[config.mk]
export PLATFORM = sky130hd
export DESIGN_NAME = audio_envelope
export DESIGN_NICKNAME = d
export VERILOG_FILES = /design/src/rtl/audio_envelope.sv
export SDC_FILE = /design/constraint.sdc
export NUM_CORES = 1
export LEC_CHECK = 0
export BUFFER_PORTS_ARGS = -buffer_cell sky130_fd_sc_hd__buf_2
export CAP_MARGIN = 25
export CORE_AREA = 4 4 111 81
export DETAILED_ROUTE_END_ITERATION = 6
export DIE_AREA = 0 0 115 85
export PLACE_DENSITY = 0.87
export SYNTH_ARGS = -nofsm -noshare
export SYNTH_HDL_FRONTEND = slang
export SYNTH_SLANG_ARGS = --single-unit
[constraint.sdc]
create_clock -name clk_i -period 8.8 [get_ports clk_i]
set_input_delay 0.88 -clock clk_i [delete_from_list [all_inputs] [get_ports clk_i]]
set_output_delay 0.88 -clock clk_i [all_outputs]
set_load 0.02 [all_outputs]
[src/rtl/audio_envelope.sv]
// ADSR envelope generator scaling 8-bit offset-binary samples around 0x80.
// Latency: sample_data_o is registered, 1 clk after sample_data_i/env register.
// Backpressure: none, it is a free-running streaming stage that accepts a sample every clk.
module audio_envelope #(
  parameter int RATE_W = 16
) (
  input  logic              clk_i,
  input  logic              rst_i,
  input  logic              gate_i,
  input  logic [RATE_W-1:0] attack_rate_i,
  input  logic [RATE_W-1:0] decay_rate_i,
  input  logic [7:0]        sustain_lvl_i,
  input  logic [RATE_W-1:0] release_rate_i,
  input  logic [7:0]        sample_data_i,
  output logic [7:0]        sample_data_o,
  output logic [7:0]        env_level_o,
  output logic [2:0]        env_state_o,
  output logic              busy_o
);

  typedef enum logic [2:0] {
    ST_IDLE    = 3'd0,
    ST_ATTACK  = 3'd1,
    ST_DECAY   = 3'd2,
    ST_SUSTAIN = 3'd3,
    ST_RELEASE = 3'd4
  } state_t;

  state_t            state_q, state_d;
  logic [7:0]        env_q, env_d;
  logic [RATE_W-1:0] acc_q, acc_d;
  logic [RATE_W-1:0] rate;
  logic [RATE_W:0]   sum;
  logic              tick;

  logic signed [16:0] smp_s;
  logic signed [16:0] env_s;
  logic signed [16:0] prod;
  logic [7:0]         scaled;

  // Rate accumulator: only the ramping states feed it a non-zero increment,
  // so IDLE/SUSTAIN naturally keep acc at 0 and never tick.
  always_comb begin
    rate = '0;
    case (state_q)
      ST_ATTACK:  rate = attack_rate_i;
      ST_DECAY:   rate = decay_rate_i;
      ST_RELEASE: rate = release_rate_i;
      default:    rate = '0;
    endcase
    sum  = {1'b0, acc_q} + {1'b0, rate};
    tick = sum[RATE_W];
  end

  // Next-state and envelope update; every transition restarts the accumulator.
  always_comb begin
    state_d = state_q;
    env_d   = env_q;
    acc_d   = sum[RATE_W-1:0];
    case (state_q)
      ST_IDLE: begin
        acc_d = '0;
        if (gate_i) state_d = ST_ATTACK;
      end
      ST_ATTACK: begin
        if (!gate_i) begin
          state_d = ST_RELEASE;
          acc_d   = '0;
        end else if (env_q == 8'hFF) begin
          state_d = ST_DECAY;
          acc_d   = '0;
        end else if (tick) begin
          env_d = env_q + 8'd1;
        end
      end
      ST_DECAY: begin
        if (!gate_i) begin
          state_d = ST_RELEASE;
          acc_d   = '0;
        end else if (env_q <= sustain_lvl_i) begin
          state_d = ST_SUSTAIN;
          acc_d   = '0;
        end else if (tick) begin
          env_d = env_q - 8'd1;
        end
      end
      ST_SUSTAIN: begin
        acc_d = '0;
        if (!gate_i) state_d = ST_RELEASE;
      end
      ST_RELEASE: begin
        if (gate_i) begin
          // Retrigger continues from the current level rather than restarting at 0.
          state_d = ST_ATTACK;
          acc_d   = '0;
        end else if (env_q == 8'h00) begin
          state_d = ST_IDLE;
          acc_d   = '0;
        end else if (tick) begin
          env_d = env_q - 8'd1;
        end
      end
      default: begin
        state_d = ST_IDLE;
        env_d   = 8'h00;
        acc_d   = '0;
      end
    endcase
  end

  // State, envelope and accumulator registers; reset aborts any note at once.
  always_ff @(posedge clk_i) begin
    if (rst_i) begin
      state_q <= ST_IDLE;
      env_q   <= 8'h00;
      acc_q   <= '0;
    end else begin
      state_q <= state_d;
      env_q   <= env_d;
      acc_q   <= acc_d;
    end
  end

  // Signed scaling around the 0x80 midpoint; floor shift keeps result in 0x00..0xFE.
  always_comb begin
    smp_s  = $signed({9'b0, sample_data_i}) - 17'sd128;
    env_s  = $signed({9'b0, env_q});
    prod   = smp_s * env_s;
    scaled = 8'(prod >>> 8) + 8'h80;
  end

  // Output sample register.
  always_ff @(posedge clk_i) begin
    if (rst_i) begin
      sample_data_o <= 8'h80;
    end else begin
      sample_data_o <= scaled;
    end
  end

  assign env_level_o = env_q;
  assign env_state_o = state_q;
  assign busy_o      = (state_q != ST_IDLE);

endmodule

**Word-level counts from Yosys, hierarchy flattened**

Index checks and enable logic that the tools add are counted.

- Register bits after elaboration: 35
- Latch bits: 0
- RAM bits: 0
- Bits in read-only memories: 0
- Output and inout port bits: 20
- Logic and storage cells: 61
- Memories: 0

- Add/subtract/negate cells: 5
- Multiply operators: 1
- Div/mod/pow operators: 0
- Magnitude comparators: 1
- Eq/ne operators: 17
- Shifts and indexed selects: 0
- Muxes and demuxes: 26
- Bitwise logic cells: 1
- Reductions and logical operators: 6

Operator list:

| operator | number |
|---|---|
| 16-bit 2-to-1 mux | 6 |
| 16-bit case mux with 3 select lines | 2 |
| 8-bit 2-to-1 mux | 8 |
| 8-bit case mux with 4 select lines | 1 |
| 3-bit 2-to-1 mux | 8 |
| 2-bit != test (second input constant) | 9 |
| 16-bit by 16-bit adder with 17-bit output | 1 |
| 9-bit by 9-bit multiplier with 16-bit output | 1 |
| 3-bit case mux with 5 select lines | 1 |
| 3-bit != test (second input constant) | 3 |
| 8-bit by 8-bit subtractor with 9-bit output (second input constant) | 1 |
| 8-bit by 1-bit adder with 8-bit output (second input constant) | 1 |
| 8-bit adder (second input constant) | 1 |
| 8-bit == test (second input constant) | 1 |
| 8-bit <= comparator | 1 |
| 8-bit logical NOT | 1 |
| 8-bit AND reduction | 1 |
| 8-bit by 1-bit subtractor with 8-bit output (second input constant) | 1 |
| 3-bit by 2-bit == test with 1-bit output (second input constant) | 2 |
| 5-bit AND reduction | 1 |
| 3-bit by 1-bit == test with 1-bit output (second input constant) | 1 |
| 3-bit == test (second input constant) | 1 |
| 3-bit logical NOT | 1 |
| 3-bit nonzero test | 1 |
| other kinds (2) | 2 |

**Logic depth before layout (Yosys ltp)**

- Depth after elaboration: 7
- Gate-level depth with buffers: 17

**Least setup slack after synthesis**

OpenSTA, ideal clock, no wires.

- Kind: input -> register
- Start point: in sample_data_i[7]
- End point: reg sample_data_o[7]
- Library setup time: 0.117 ns
- Data arrival time: 4.789 ns
- Required time: 8.683 ns
- Setup slack: 3.894 ns
- Cell stages on the path: 15
- Cell sequence: nand2b_1 -> inv_1 -> fa_1 -> fa_1 -> fa_1 -> inv_1 -> fa_1 -> inv_1 -> ha_1 -> o211a_1 -> a221oi_2 -> o21ai_1 -> o41a_1 -> xnor2_1 -> nand2b_1

- Cells in the longest elaborated chain, start to end: 3

Ends and longest elaborated chain:

| element | line | text |
|---|---|---|
| start, declared | 14 | `input logic [7:0] sample_data_i,` |
| 8-bit by 8-bit subtractor with 9-bit output | 126 | `smp_s = $signed({9'b0, sample_data_i}) - 17'sd128;` |
| 9-bit by 9-bit multiplier with 16-bit output | 128 | `prod = smp_s * env_s;` |
| 8-bit adder | 129 | `scaled = 8'(prod >>> 8) + 8'h80;` |
| end signal, assigned | 137 | `sample_data_o <= scaled;` |
| end, declared | 15 | `output logic [7:0] sample_data_o,` |

No other way between the ends.
A chain may end at the register's enable or synchronous reset.

**Worst setup path in the final report**

- Start point: reg env_q[1], in the netlist env_level_o[1]
- End point: reg sample_data_o[7]

- Cells in the longest elaborated chain, start to end: 2

Ends and longest elaborated chain:

| element | line | text |
|---|---|---|
| start, declared | 30 | `logic [7:0] env_q, env_d;` |
| start signal, assigned | 119 | `env_q <= env_d;` |
| 9-bit by 9-bit multiplier with 16-bit output | 128 |  |
| 8-bit adder | 129 |  |

No other way between the ends.

==> impl_metrics.ini <==
[clock_network]
cts_tree = yes
cts_buffers = 5
clk_latency_ns = 0.28
hold_buffers = 0
cts_resized = 0
postCtsSetupRepairBufs = 0
clockBufferDepth = 2
cts_sinks = 35
clock-root-buffer = clkbuf_16
path_clk_slew_ns = 0.06
h-tree-depth = 2

[floorplan]
ios = 87
die-area_um2 = 9780
rows = 27
die_w_um = 115
coreArea_um2 = 7840
initial_core_util_pct = 62.7
fp.dieH_um = 85

[logic_synthesis]
synth_ff_type = dfxtp_1
synthArstFlopShare_pct = 0
synth.distinct_cells = 54
syn_inst = 590
ys.warnings.count = 0
syn_nets = 767
netlist_area_um2 = 4910
ys_seq_elements = 35
synth_area_per_cell_um2 = 8.33
synth_edf_count = 0
seq_area_frac_synth_pct = 14.3

[routing]
wl_um = 12300
post-route-drc-count = 0
ant_nets = 0
drt_iter0_drc = 284
drtPass1Iterations = 5
vias = 4412
wl_per_cell_um = 16.1
vias_per_cell = 5.77

[placement]
pre_cts_ws_ns = 3.39
place_area_um2 = 5380
portBuffers = 86
place.gp.congestion = 0.915
dpl.hpwl_um = 9700

[finish]
design_area_um2 = 5520
drive_above_1_share_pct = 15.5
area_growth_syn_to_layout_pct = 12.3
diodes = 0
nNetsFinal = 840
fillers = 608

[setup_path]
slowest_delay_ns = 0.68
path_max_fanout = 14
crit_type = flop to flop
path_delay_family = adder cells
cp.required_ns = 8.98
arrival_ns = 5.39
worstPathCellList = inv_1 -> nor2_1 -> fa_1 -> fa_1 -> fa_1 -> inv_1 -> fa_1 -> inv_1 -> ha_1 -> o211a_1 -> a221oi_2 -> o21ai_1 -> o41a_1 -> xnor2_1 -> nand2b_1
crit_top_cell = fa_1
cp-start-kind = flop
end_kind = flop
critPathBufInv = 3
cp_slowest_cell = dfxtp_1

[pwr]
p_clk_share_pct = 43.0
power.density_nw_per_um2 = 75.6
p_sw_w = 0.000115
swShare_pct = 27.5
pwr-share-comb_pct = 18.0
seqPwrFrac_pct = 39.0
p_int_w = 0.000303
total_power_w = 0.000417
p_leak_nw = 2.84
vdd_drop_max_v = 0.0000625

[sta]
tns_ns = 0
finalClockSkew_ns = 0.00386
fin_crit_sh_pct = 59.2
max_freq_mhz = 192
report.final.slew_viol_count = 0
layout_setup_ws_ns = 3.59
setup_viol = 0
tightest_slew_ns = 0.925
rsz0062_at_grt = no
slew_headroom_pct = 38.3
hold_viol_final = 0
period_minus_slack_ns = 5.21

[global_route]
antenna_found_initial = 0
grt_max_degree = 29
grt_pass1_vias = 4501
grt_usage_pct = 25.6
grt_overflow = 0
grt_pass1_wl_um = 20600

[run]
maxCapViolations = 0

[outcome]
status = finished, final reports clean

[min_path]
hold_class = flop to flop
area by class of cell:
class,instances,area [µm²],area share (%)
Clock inverter,1,5.00,0.0907
Multi-Input combinational cell,441,3750,68.0
Tap cell,101,126,2.29
Sequential cell,35,701,12.7
Inverter,92,345,6.26
Timing Repair Buffer,88,449,8.14
Clock buffer,6,139,2.52
layer usage:
metal / vias to the layer above / track usage [%] / part of all wire (%) / routed length (µm)
li1: 2087 / - / - / -
met1: 2129 / 33.9 / 43 / 5280
met2: 182 / 44.5 / 49 / 6030
met3: 14 / 2.78 / 7.0 / 862
met4: 0 / 6.50 / 0.88 / 108
met5: - / 0 / 0 / 0
final timing paths:
kind | from | to | slack (ns) | cells past startpoint
setup / recovery | env_level_o[1]$_SDFFE_PP0P_ | sample_data_o[7]$_SDFF_PP1_ | 3.59 | 15
hold / removal | acc_q[0]$_SDFF_PP0_ | acc_q[0]$_SDFF_PP0_ | 0.57 | 3
setup reg to reg | env_level_o[1]$_SDFFE_PP0P_ | sample_data_o[7]$_SDFF_PP1_ | 3.59 | 15
hold reg to reg | acc_q[0]$_SDFF_PP0_ | acc_q[0]$_SDFF_PP0_ | 0.57 | 3
placed cells by master (no fill, tap or decap), drive strengths merged, types with 18 or more instances in the layout:
master,count
o21ai,37
buf,88
a21oi,18
nand2,50
inv,92
ha,57
dfxtp,35
fa,53
and2,33
nor2,43
power by group through the flow:
stage,Clock [W],Sequential (W),Combinational (W)
floorplan,0,0.000165,0.0000463
global placement,0,0.000166,0.0000708
detailed placement,0,0.000166,0.0000736
CTS,0.000181,0.000162,0.0000743
global route,0.000187,0.000163,0.0000831
finish,0.000180,0.000163,0.0000753
sequential cells by signal, indices dropped and copies added, names as in the netlist:
register       count
acc_q             16
env_level_o        8
env_state_o        3
sample_data_o      8
through the flow:
| stage | utilization, % | hold slack (ns) | cells |
|---|---|---|---|
| after detailed placement | 68.6 | 0.565 | 757 |
| after global routing | 70.4 | 0.613 | 764 |
| after global placement | 68.4 | 0.553 | 756 |
| after floorplan | - | 0.546 | 590 |
| after CTS | 70.4 | 0.579 | 764 |
| final | 70.4 | 0.573 | 764 |
logic make-up after synthesis:
| family | after synthesis | synth area share [%] |
|---|---|---|
| buf+inv | 114 | 9.37 |
| compound gates | 116 | 16.0 |
| fa+ha+maj | 110 | 36.1 |
| simple gates | 181 | 18.2 |
| mux | 4 | 0.815 |
| flops | 35 | 14.3 |
| xor+xnor | 30 | 5.35 |
tightest hold or removal path, delay by kind of cell, from the launching register on:
| family | cells | cell delay [ns] |
|---|---|---|
| DFF | 1 | 0.31 |
| adders and majority gates | 1 | 0.12 |
| and+or+nand+nor | 1 | 0.08 |
| buffers and inverters | 1 | 0.03 |
synthesized netlist by cell type (all sizes together) (16+ instances only):
| library cell | number | share of area [%] |
|---|---|---|
| nor2 | 43 | 3.3 |
| xnor2 | 16 | 2.9 |
| a21oi | 18 | 1.8 |
| a22oi | 16 | 2.4 |
| dfxtp | 35 | 14 |
| clkbuf | 16 | 1.2 |
| inv | 92 | 7.0 |
| fa | 53 | 22 |
| ha | 57 | 15 |
| o21ai | 37 | 3.8 |
| and2 | 33 | 4.2 |
| nand2 | 50 | 3.8 |
Note: power is estimated with default switching activity, not from simulation.
